--- src/rtl/instruction_fetch_unit_pkg.sv ---
// ----------------------------------------------------------------------------
// instruction_fetch_unit_pkg : shared widths, PC step and prefetch entry type
// Rev 1.0
// ----------------------------------------------------------------------------
`default_nettype none

package instruction_fetch_unit_pkg;

    localparam int WORD_LEN    = 32;
    localparam int ADDRESS_LEN = 32;

    localparam logic [ADDRESS_LEN-1:0] PC_INCREMENT = 32'd4;
    localparam logic [ADDRESS_LEN-1:0] ALIGN_MASK   = 32'h0000_0003;

    typedef struct packed {
        logic [ADDRESS_LEN-1:0] pc_plus4;
        logic [WORD_LEN-1:0]    instruction;
    } fetch_entry_t;

    function automatic logic [ADDRESS_LEN-1:0] word_align(input logic [ADDRESS_LEN-1:0] addr);
        return addr & ~ALIGN_MASK;
    endfunction

endpackage

`default_nettype wire

--- src/rtl/instruction_fetch_unit_fetch_queue.sv ---
// ----------------------------------------------------------------------------
// fetch_queue : synchronous prefetch FIFO with flush, count and head read
// Rev 1.0
// ----------------------------------------------------------------------------
`default_nettype none

module fetch_queue
    import instruction_fetch_unit_pkg::*;
#(
    parameter int DEPTH = 2
) (
    input  logic                         clk,
    input  logic                         rst_n,
    input  logic                         flush,
    input  logic                         push,
    input  logic                         pop,
    input  fetch_entry_t                 wr_data,
    output fetch_entry_t                 head,
    output logic [$clog2(DEPTH+1)-1:0]   count,
    output logic                         empty,
    output logic                         full
);

    localparam int PTR_W = $clog2(DEPTH);
    localparam int CNT_W = $clog2(DEPTH+1);

    fetch_entry_t        mem [DEPTH];
    logic [PTR_W-1:0]    r_wr_ptr;
    logic [PTR_W-1:0]    r_rd_ptr;
    logic [CNT_W-1:0]    r_count;

    // Storage is deliberately left out of reset; count gates every read.
    always_ff @(posedge clk) begin
        if (push && !flush) begin
            mem[r_wr_ptr] <= wr_data;
        end
    end

    always_ff @(posedge clk or negedge rst_n) begin
        if (!rst_n) begin
            r_wr_ptr <= '0;
            r_rd_ptr <= '0;
            r_count  <= '0;
        end else if (flush) begin
            r_rd_ptr <= r_wr_ptr;
            r_count  <= '0;
        end else begin
            if (push) begin
                r_wr_ptr <= r_wr_ptr + PTR_W'(1);
            end
            if (pop) begin
                r_rd_ptr <= r_rd_ptr + PTR_W'(1);
            end
            case ({push, pop})
                2'b10:   r_count <= r_count + CNT_W'(1);
                2'b01:   r_count <= r_count - CNT_W'(1);
                default: r_count <= r_count;
            endcase
        end
    end

    assign head  = mem[r_rd_ptr];
    assign count = r_count;
    assign empty = (r_count == '0);
    assign full  = (r_count == CNT_W'(DEPTH));

endmodule

`default_nettype wire

--- src/rtl/instruction_fetch_unit.sv ---
// ----------------------------------------------------------------------------
// instruction_fetch_unit : IF-stage fetch PC, imem request and prefetch queue
// Rev 1.0
// ----------------------------------------------------------------------------
`default_nettype none

module instruction_fetch_unit
    import instruction_fetch_unit_pkg::*;
#(
    parameter logic [ADDRESS_LEN-1:0] RESET_PC    = 32'h0000_0000,
    parameter int                     QUEUE_DEPTH = 2
) (
    input  logic                   clk,
    input  logic                   rst_n,
    output logic [ADDRESS_LEN-1:0] imem_address,
    input  logic [WORD_LEN-1:0]    imem_instruction,
    input  logic                   branch_taken,
    input  logic [ADDRESS_LEN-1:0] branch_address,
    output logic                   out_valid,
    input  logic                   out_ready,
    output logic [WORD_LEN-1:0]    out_instruction,
    output logic [ADDRESS_LEN-1:0] out_pc
);

    localparam int CNT_W = $clog2(QUEUE_DEPTH+1);

    logic [ADDRESS_LEN-1:0] r_fetch_pc;
    logic                   w_push;
    logic                   w_pop;
    logic                   w_empty;
    logic                   w_full;
    logic [CNT_W-1:0]       w_count;
    fetch_entry_t           w_wr_entry;
    fetch_entry_t           w_head;

    assign w_pop  = out_valid && out_ready;
    // A full queue can still accept the new word when the head leaves this cycle.
    assign w_push = !branch_taken && (!w_full || w_pop);

    assign w_wr_entry.pc_plus4    = r_fetch_pc + PC_INCREMENT;
    assign w_wr_entry.instruction = imem_instruction;

    always_ff @(posedge clk or negedge rst_n) begin
        if (!rst_n) begin
            r_fetch_pc <= RESET_PC;
        end else if (branch_taken) begin
            r_fetch_pc <= word_align(branch_address);
        end else if (w_push) begin
            r_fetch_pc <= r_fetch_pc + PC_INCREMENT;
        end
    end

    fetch_queue #(
        .DEPTH (QUEUE_DEPTH)
    ) u_fetch_queue (
        .clk     (clk),
        .rst_n   (rst_n),
        .flush   (branch_taken),
        .push    (w_push),
        .pop     (w_pop),
        .wr_data (w_wr_entry),
        .head    (w_head),
        .count   (w_count),
        .empty   (w_empty),
        .full    (w_full)
    );

    assign imem_address    = r_fetch_pc;
    assign out_valid       = !w_empty;
    assign out_instruction = w_head.instruction;
    assign out_pc          = w_head.pc_plus4;

endmodule

`default_nettype wire
--- config.mk ---
export PLATFORM = sky130hd
export DESIGN_NAME = instruction_fetch_unit
export DESIGN_NICKNAME = d
export VERILOG_FILES = /design/src/rtl/instruction_fetch_unit_pkg.sv /design/src/rtl/instruction_fetch_unit_fetch_queue.sv /design/src/rtl/instruction_fetch_unit.sv
export SDC_FILE = /design/constraint.sdc
export NUM_CORES = 1
export LEC_CHECK = 0
export ABC_AREA = 0
export CAP_MARGIN = 30
export CELL_PAD_IN_SITES_DETAIL_PLACEMENT = 1
export CELL_PAD_IN_SITES_GLOBAL_PLACEMENT = 1
export CORE_MARGIN = 10
export CORE_UTILIZATION = 35
export DETAILED_ROUTE_END_ITERATION = 10
export PLACE_DENSITY = 0.75
export SYNTH_ARGS = -nofsm -noshare
export SYNTH_HDL_FRONTEND = slang
export SYNTH_SLANG_ARGS = --single-unit
--- constraint.sdc ---
create_clock -name clk -period 6.4 [get_ports clk]
set_input_delay 1.28 -clock clk [delete_from_list [all_inputs] [get_ports clk]]
set_output_delay 1.28 -clock clk [all_outputs]
set_load 0.1 [all_outputs]
# Word level (Yosys, flattened, before mapping)
# Memory sizes are Yosys's and may differ from the RTL's.
# Index checks and enable logic that the tools add are counted.
[totals]
in_bits = 68
ff_bits = 36
n_memories = 1
output_inout_bits = 97
ramBits = 128
[classes]
n_reduce_logical = 12
mux = 8
addsub = 5
bitwise = 1
eq_ne = 3
[memory_table]
columns = ["memory", "depth", "width", "rd", "rd_clocked_by_memory_dff", "wr", "line_no", "rtl"]
rows = [
  ["u_fetch_queue.mem", 2, 64, 1, 0, 1, "instruction_fetch_unit_fetch_queue.sv:27", "fetch_entry_t mem [DEPTH];"],
]
[ops]
columns = ["op", "n"]
rows = [
  ["$mux 32", 2],
  ["$add 32x3->32 const B", 1],
  ["$eq 2x2->1 const B", 2],
  ["$mux 1", 4],
  ["$pmux 2 s2", 1],
  ["$reduce_bool 2->1", 2],
  ["$logic_and 1x1->1", 3],
  ["$logic_not 1->1", 3],
  ["$reduce_bool 3->1", 1],
  ["$add 1x1->1 const B", 2],
  ["$add 2x1->2 const B", 1],
  ["$eq 2x1->1 const B", 1],
  ["$logic_not 2->1", 1],
  ["$mux 2", 1],
  ["$reduce_and 2->1", 1],
  ["$sub 2x1->2 const B", 1],
  ["$logic_or 1x1->1", 1],
  ["$not 1->1", 1],
]

# Logic depth before layout (Yosys ltp)
[depth]
ltp_word = 8
ltp_mapped = 6

# Hierarchy
# Synthesis repeated with hierarchy kept, for this count alone.
[hier_totals]
hier_cells = 499
area_unflattened_um2 = 7302.0
[modules_own_cells]
columns = ["mod", "n_inst", "area_each_um2", "cells_per_inst", "seq_area_each_um2"]
rows = [
  ["fetch_queue", 1, 5062.4, 222, 3943.8],
  ["instruction_fetch_unit", 1, 2239.6, 277, 750.7],
]

# Worst setup path before layout
# OpenSTA, ideal clock, no wires.
[synth_timing]
path_kind = "input to register"
startpoint = "input port out_ready"
endpoint = "memory u_fetch_queue.mem[0][0] in the netlist's numbering, enable pin"
stages = 4
path_slack_ns = -0.142
required_time_ns = 5.840
arrival_ns = 5.982
path_buffers = 2
cell_sequence = "nor3b_1 > clkbuf_1 > clkbuf_1 > nor3_1"
[synth_between]
elab_chain_cells = 6
[synth_lines]
columns = ["element", "line_no", "rtl"]
rows = [
  ["from (decl)", "instruction_fetch_unit.sv:20", "input logic out_ready,"],
  ["$logic_and 1x1->1", "instruction_fetch_unit.sv:36", "assign w_pop = out_valid && out_ready;"],
  ["$logic_or 1x1->1", "instruction_fetch_unit.sv:38", "assign w_push = !branch_taken && (!w_full || w_pop);"],
  ["$logic_and 1x1->1", "instruction_fetch_unit.sv:38", ""],
  ["$logic_and 1x1->1", "instruction_fetch_unit_fetch_queue.sv:34", "if (push && !flush) begin"],
  ["$mux 1", "instruction_fetch_unit_fetch_queue.sv:34", ""],
  ["$mux 1 (not written as such)", "instruction_fetch_unit_fetch_queue.sv:35", "mem[r_wr_ptr] <= wr_data;"],
  ["to (decl)", "instruction_fetch_unit_fetch_queue.sv:27", ""],
]
# Every way passes these cells.

# Final worst setup path
[layout_timing]
startpoint = "register u_fetch_queue.r_rd_ptr"
endpoint = "output port out_instruction[12]"
[layout_between]
elab_chain_cells = 1
[layout_lines]
columns = ["element", "line_no", "rtl"]
rows = [
  ["from (decl)", "instruction_fetch_unit_fetch_queue.sv:29", "logic [PTR_W-1:0] r_rd_ptr;"],
  ["from (signal assigned)", "instruction_fetch_unit_fetch_queue.sv:45", "r_rd_ptr <= r_wr_ptr;"],
  ["from (signal assigned)", "instruction_fetch_unit_fetch_queue.sv:52", "r_rd_ptr <= r_rd_ptr + PTR_W'(1);"],
  ["$mem_v2 2x64", "--", ""],
  ["to (decl)", "instruction_fetch_unit.sv:21", "output logic [WORD_LEN-1:0] out_instruction,"],
]
# Every way passes these cells.

==> run_results.csv <==
group,metric,value,unit
status,status,"finished, final reports clean",
worst_setup_path,worstPathArrival,2.83,ns
clocking,root_buffer,"clkbuf_16",
floorplan,start_util,0.357,
placement,place_congestion,0.820,
synthesis,synth_cells,503,
synthesis,syn_area,7000,sq um
hold_path,hold_class,"flip-flop to flip-flop",
clocking,h-tree-depth,4,
worst_setup_path,end_kind,"output pin",
sta,slew_headroom,0.311,
route,drt-total-wl,19500,um
power_and_ir_drop,p_sw,1.53,mW
synthesis,synth_top_area_cell,"edfxtp_1",
layout,drive_above_1_share,0.180,
synthesis,synth-edff-count,124,
placement,portBuffers,158,
synthesis,yosysMostFrequentCell,"edfxtp_1",
global_routing,grt_start_max_net_pins,60,
sta,worstMarginPinSlew,1.03,ns
sta,post-route-period-util,0.642,
power_and_ir_drop,swShare,0.410,
floorplan,io_pins,165,
synthesis,ys_warn_count,0,
global_routing,antenna_found_initial,0,
power_and_ir_drop,comb_power_share,0.391,
route,wl_per_cell,20.7,um
layout,syn_to_final_growth,38.2,%
clocking,cts_resized,0,
worst_setup_path,worstPathRequired,5.12,ns
route,detail-route-antenna-nets,0,
layout,diodes,0,
power_and_ir_drop,intPower,2.21,mW
sta,drv_slew,0,
power_and_ir_drop,clkPwrFrac,0.259,
floorplan,fp-row-count,51,
synthesis,avgSynthCellArea,13.9,sq um
sta,clock.fmax,244,MHz
power_and_ir_drop,ir_worst_vdd,0.146,mV
synthesis,synth.area.top_cells,"edfxtp_1 53%, dfrtp_1 12%, mux2_2 10%",
synthesis,synth.top_cell.area_share,0.532,
placement,dp_hpwl,13900,um
synthesis,ys_ff_latch,158,
sta,grt_setup_unrepaired,"false",
sta,setup_ws,2.29,ns
worst_setup_path,worstPathMaxFanout,39,
worst_setup_path,timing.critical_path.slowest_stage_cell,"clkdlybuf4s50_1",
clocking,cts_inserted_buffers,17,
synthesis,yosysUniqueCellTypes,48,
clocking,post-cts-setup-buffer-count,0,
floorplan,chipWidth,161,um
global_routing,grt_usage,0.144,
worst_setup_path,worstSetupStartpointType,"flip-flop",
route,vias_per_cell,5.04,
clocking,clk_pin_slew_worst_paths,0.06,ns
route,dr.first_iter.drc_count,261,
clocking,cts_sinks,158,
worst_setup_path,path_cells,"buf_12 > buf_4 > mux2_2 > clkdlybuf4s50_1",
floorplan,dieArea,26100,sq um
sta,hold_viol,0,
power_and_ir_drop,p_total,3.74,mW
power_and_ir_drop,sequentialPowerShare,0.350,
clocking,cts_hold_buffers,0,
sta,tns,0,ns
route,vias,4747,
worst_setup_path,slowest_delay,1.15,ns
placement,dpl_worst_slack,2.20,ns
global_routing,grt_pass1_wl,29700,um
route,first_pass_iters,4,
route,drc_errors,0,
clocking,clk_latency,0.42,ns
sta,layout_min_cycle_time,4.11,ns
clocking,clockBufferDepth,2,
floorplan,fp.dieH,161,um
worst_setup_path,critPathKind,"flip-flop to output pin",
worst_setup_path,crit_buf_inv,3,
synthesis,synth_commonest_cells,"124 x edfxtp_1, 62 x mux2_2, 34 x dfrtp_1, 34 x nand2_1, 30 x xnor2_1",
power_and_ir_drop,power.density,387,nW/um^2
synthesis,async_flop_share,0.215,
synthesis,yosysSeqAreaShare,0.653,
power_and_ir_drop,leakage,3.32,nW
sta,finalSetupViolations,0,
global_routing,grt_pass1_vias,5164,
job,cap_violations,0,
worst_setup_path,path_delay_family,"buffers and inverters",
floorplan,core_area,19600,sq um
synthesis,synthFlopType,"edfxtp_1",
sta,fin_skew,0.0127,ns
clocking,tritoncts,"yes",
layout,nets,732,
global_routing,grt_overflow,0,
layout by cell type, fill, tap and decap left out, types with 11 or more instances in the layout:
master,count
edfxtp_1,124
clkbuf_16,18
nand2_1,34
nand3_1,11
mux2_2,62
xnor2_1,30
nand4_1,15
o21ai_0,16
clkdlybuf4s50_1,157
a31oi_1,13
nor2_1,25
xor2_1,11
or4_1,11
nor3_1,12
dfrtp_1,33
layout make-up:
type	instances	area [sq um]
multi-input cells	306	2250
fillers	1984	9920
clock buffers	22	475
inverters	4	15.0
well taps	265	332
flip-flops and latches	158	4580
clock inverters	10	87.6
repair buffers	176	1940
flip-flops by register name (all words and copies together), names as in the netlist:
name / flops
u_fetch_queue.mem: 124
u_fetch_queue.count: 2
u_fetch_queue.r_wr_ptr: 1
u_fetch_queue.r_rd_ptr: 1
imem_address: 30
metal layers:
layer	part of all wire	vias up	wire, um	GRT usage
met1	0.42	2404	8100	0.165
met4	0.013	0	256	0.0546
met2	0.52	118	10200	0.254
li1	-	2212	-	-
met3	0.050	13	977	0.0374
met5	0	-	0	0
power groups by stage:
stage	combinational, mW	clock, mW	sequential [mW]
floorplan	0.942	0	1.44
global placement	1.36	0	1.35
detailed placement	1.44	0	1.36
CTS	1.44	0.987	1.34
global route	1.51	1.03	1.32
finish	1.46	0.969	1.31
metrics by stage:
stage                     cell area, sq um  cells  utilization  hold WS, ns
final                                 9670    941        0.494        0.591
after global routing                  9670    941        0.494        0.638
after CTS                             9630    939        0.491        0.590
after detailed placement              9060    907        0.463        0.581
after global placement                8790    897        0.449        0.547
after floorplan                       7020    506            -        0.502
final timing paths:
kind / start / to / slack, ns / depth (start not counted)
min reg2reg: u_fetch_queue.count[0] / u_fetch_queue.count[0] / 0.59 / 2
max: u_fetch_queue.r_rd_ptr / out_instruction[12] / 2.29 / 4
min in group asynchronous: rst_n / imem_address[3] / 0.94 / 1
max in group asynchronous: rst_n / u_fetch_queue.r_rd_ptr / 4.88 / 1
min: u_fetch_queue.count[0] / u_fetch_queue.count[0] / 0.59 / 2
max reg2reg: imem_address[4] / imem_address[19] / 3.88 / 4
cell families (layout without fill, tap and decap cells):
logic type / Yosys count / after routing / share of synthesized area
multiplexers: 65 / 65 / 0.104
adder cells (fa/ha/maj): 1 / 1 / 0.00179
AND/OR/NAND/NOR: 147 / 147 / 0.116
XOR/XNOR: 41 / 41 / 0.0513
other: 1 / 4 / 0.000536
buffers and inverters: 42 / 212 / 0.0293
AO/OA/AOI/OAI: 48 / 48 / 0.0438
flip-flops: 158 / 158 / 0.653
worst min-delay path, delay by kind of cell (launching register included):
| kind | cells | cell delay, ns |
|---|---|---|
| flops | 1 | 0.42 |
| simple gates | 1 | 0.07 |
| compound gates | 1 | 0.06 |
Power figures use the tool's default switching activity.
==> RTL edit: new RTL, same flow settings <==
Reset style: synchronous (`rst_n`), changed in 2 clocked blocks.
--- a/src/rtl/instruction_fetch_unit_fetch_queue.sv
+++ b/src/rtl/instruction_fetch_unit_fetch_queue.sv
@@ -36,7 +36,7 @@
         end
     end
 
-    always_ff @(posedge clk or negedge rst_n) begin
+    always_ff @(posedge clk) begin
         if (!rst_n) begin
             r_wr_ptr <= '0;
             r_rd_ptr <= '0;
--- a/src/rtl/instruction_fetch_unit.sv
+++ b/src/rtl/instruction_fetch_unit.sv
@@ -40,7 +40,7 @@
     assign w_wr_entry.pc_plus4    = r_fetch_pc + PC_INCREMENT;
     assign w_wr_entry.instruction = imem_instruction;
 
-    always_ff @(posedge clk or negedge rst_n) begin
+    always_ff @(posedge clk) begin
         if (!rst_n) begin
             r_fetch_pc <= RESET_PC;
         end else if (branch_taken) begin
Function: differs if rst_n is asserted again (counterexample within 4 cycles, from zero or initial values and one cycle with rst_n low); with rst_n held inactive, the same outputs for 4 cycles.
==> RTL edit against the unedited design <==
Worst setup slack worse by 410 ps; register-to-register slack worse by 220 ps; non-clock buffer count is 4 lower; sequential cell count is 1 higher; routed wire length is 6.2% higher; fmax is 9.0% lower; clock skew is 3.1 ps lower; synthesized area is 1.6% higher; final area is 0.47% lower.
Power is not compared: it rests on default switching activity, and its combinational part moved more than twofold at a synthesized area within 25%.
==> RTL edit: results (changes against the unedited design) <==
Layout
  • Reg with most FFs: u_fetch_queue.mem (unchanged)
  • ANT cells: 0 (unchanged)
  • Layout cell share with drive strength beyond 1: 16.7% (was 18.0%)
  • Max reg flops: 124 (unchanged)
  • Nets: 759 (was 732)
  • Post-Layout Cell Count: 972 (was 941)

Logic synthesis
  • Synth cell count leaders: edfxtp_1 (124), mux2_2 (62), dfxtp_1 (35) (was edfxtp_1 (124), mux2_2 (62), dfrtp_1 (34), nand2_1 (34), xnor2_1 (30))
  • Syn Area/Cell: 13.2 sq um (was 13.9 sq um)
  • Number of synthesized flops with an enable pin: 124 (unchanged)
  • Synth area leaders: edfxtp_1 (52%), dfxtp_1 (9.9%), mux2_2 (9.8%), xnor2_1 (2.8%), xor2_1 (2.2%) (was edfxtp_1 (53%), dfrtp_1 (12%), mux2_2 (10%), xnor2_1 (3.8%), nand2_1 (1.8%))
  • Share of flip-flops with an asynchronous set or reset: 0% (was 21.5%)
  • Main synth FF type: edfxtp_1 (unchanged)
  • Unique masters post-synth: 54 (was 48)
  • Ys Warns: 0 (unchanged)
  • Seq/Total Area, Yosys: 62.2% (was 65.3%)

STA
  • Max-slew violation count: 0 (unchanged)
  • Relative slew slack: 29.5% (was 31.1%)
  • Setup Skew: 9.63 ps (was 12.7 ps)

Global routing
  • Global Route Usage Sum: 15.4% (was 14.4%)
  • Vias in the first global route: 5308 (was 5164)
  • Initial antenna violation count: 0 (unchanged)
  • First-pass GRT wire length: 31.5 mm (was 29.7 mm)
  • Largest net degree at the start of global routing: 42 (was 60)

Placement
  • Worst slack at placement: 2190 ps (was 2200 ps)
  • Global placement routability congestion: 0.811 (was 0.820)
  • HPWL reported at the end of detailed placement: 15.0 mm (was 13.9 mm)
  • Port bufs: 158 (unchanged)
  • Placed cell area: 9000 sq um (was 9060 sq um)
  • DP Cell Count: 939 (was 907)

Power and ir drop
  • Max IR drop VDD: ~0.13 mV
  • Int Power: approximately 0.002 W
  • Pleak: approximately 3.3 nW

Critical path
  • Worst Path Arrival: 3240 ps (was 2830 ps)
  • CP max FO: 33 (was 39)
  • Critical Path Max Stage Delay: 1170 ps (was 1150 ps)
  • Reg2Reg Depth: 4 (unchanged)
  • CP delay by family, top: buffers and inverters (unchanged)
  • Slowest CP cell: clkdlybuf4s50_1 (unchanged)

Routing
  • Total Wirelength: 20.7 mm (was 19.5 mm)
  • First-pass detailed-route iteration total: 5 (was 4)
  • Drt initial violations: 357 (was 261)
  • Vias per inst: 5.20 (was 5.04)

Clocking
  • Cts repair resizes: 0 (unchanged)
  • Worst-path clk slew: 60 ps (about the same)
  • Post-CTS Setup Bufs: 0 (unchanged)
  • Worst-Skew Late Latency: 420 ps (about the same)
  • CTS H-tree lvls: 4 (unchanged)
  • Maximum clock insertion buffer count: 2 (unchanged)
  • CTS Buf Count: 17 (unchanged)
  • Root Driver: clkbuf_16 (unchanged)

Status
  • Status: finished clean (unchanged)

Min path
  • Worst min-delay path category: flop to flop (unchanged)
  • Hold Crit Depth: 2 (unchanged)
## RTL edit: final timing paths
kind | startpoint | end | slack (ps)
setup / recovery | flop | out_pc[12] | 1880
hold / removal | u_fetch_queue.r_wr_ptr | flop | 570
setup reg to reg | u_fetch_queue.count[0] | u_fetch_queue.mem[0][49] | 3660
hold reg to reg | u_fetch_queue.r_wr_ptr | flop | 570
## RTL edit: worst register-to-register path: cells and delay by family, from the launching register on
kind | cells | cell delay, ps
DFF | 1 | 480
and+or+nand+nor | 3 | 1370
buffers and inverters | 1 | 520
## RTL edit: routing by layer
layer / up-vias / track usage [%] / part of all wire (%)
li1: 2344 / - / -
met1: 2504 / 18.5 / 42
met2: 179 / 25.9 / 49
met3: 29 / 4.93 / 6.6
met4: 0 / 4.43 / 1.7
met5: - / 0 / 0
## RTL edit: final cells by class
| type | instances | area [sq um] |
|---|---|---|
| clock buffer | 20 | 437 |
| clock inverter | 12 | 161 |
| fill | 2015 | 10500 |
| inverter | 3 | 11.3 |
| multi-input combinational | 336 | 2490 |
| sequential | 159 | 4430 |
| tap | 270 | 338 |
| timing repair buffer | 172 | 1770 |
## RTL edit: power groups by stage
stage / sequential, W / combinational, W / clock, W
after floorplan: 0.00133 / 0.000424 / 0
after global placement: 0.00125 / 0.000682 / 0
after detailed placement: 0.00125 / 0.000701 / 0
after CTS: 0.00123 / 0.000703 / 0.00105
after global routing: 0.00124 / 0.000724 / 0.00110
final: 0.00123 / 0.000699 / 0.00103
## RTL edit: cell families after synthesis
group                      share of synthesized area [%]
buffers and inverters                               3.13
xor gates and xnor gates                            5.05
and+or+nand+nor                                     12.8
muxes                                               9.82
DFF                                                 62.2
AOI/OAI and AO/OA                                   6.58
adders and majority gates                          0.352
other                                             0.0527
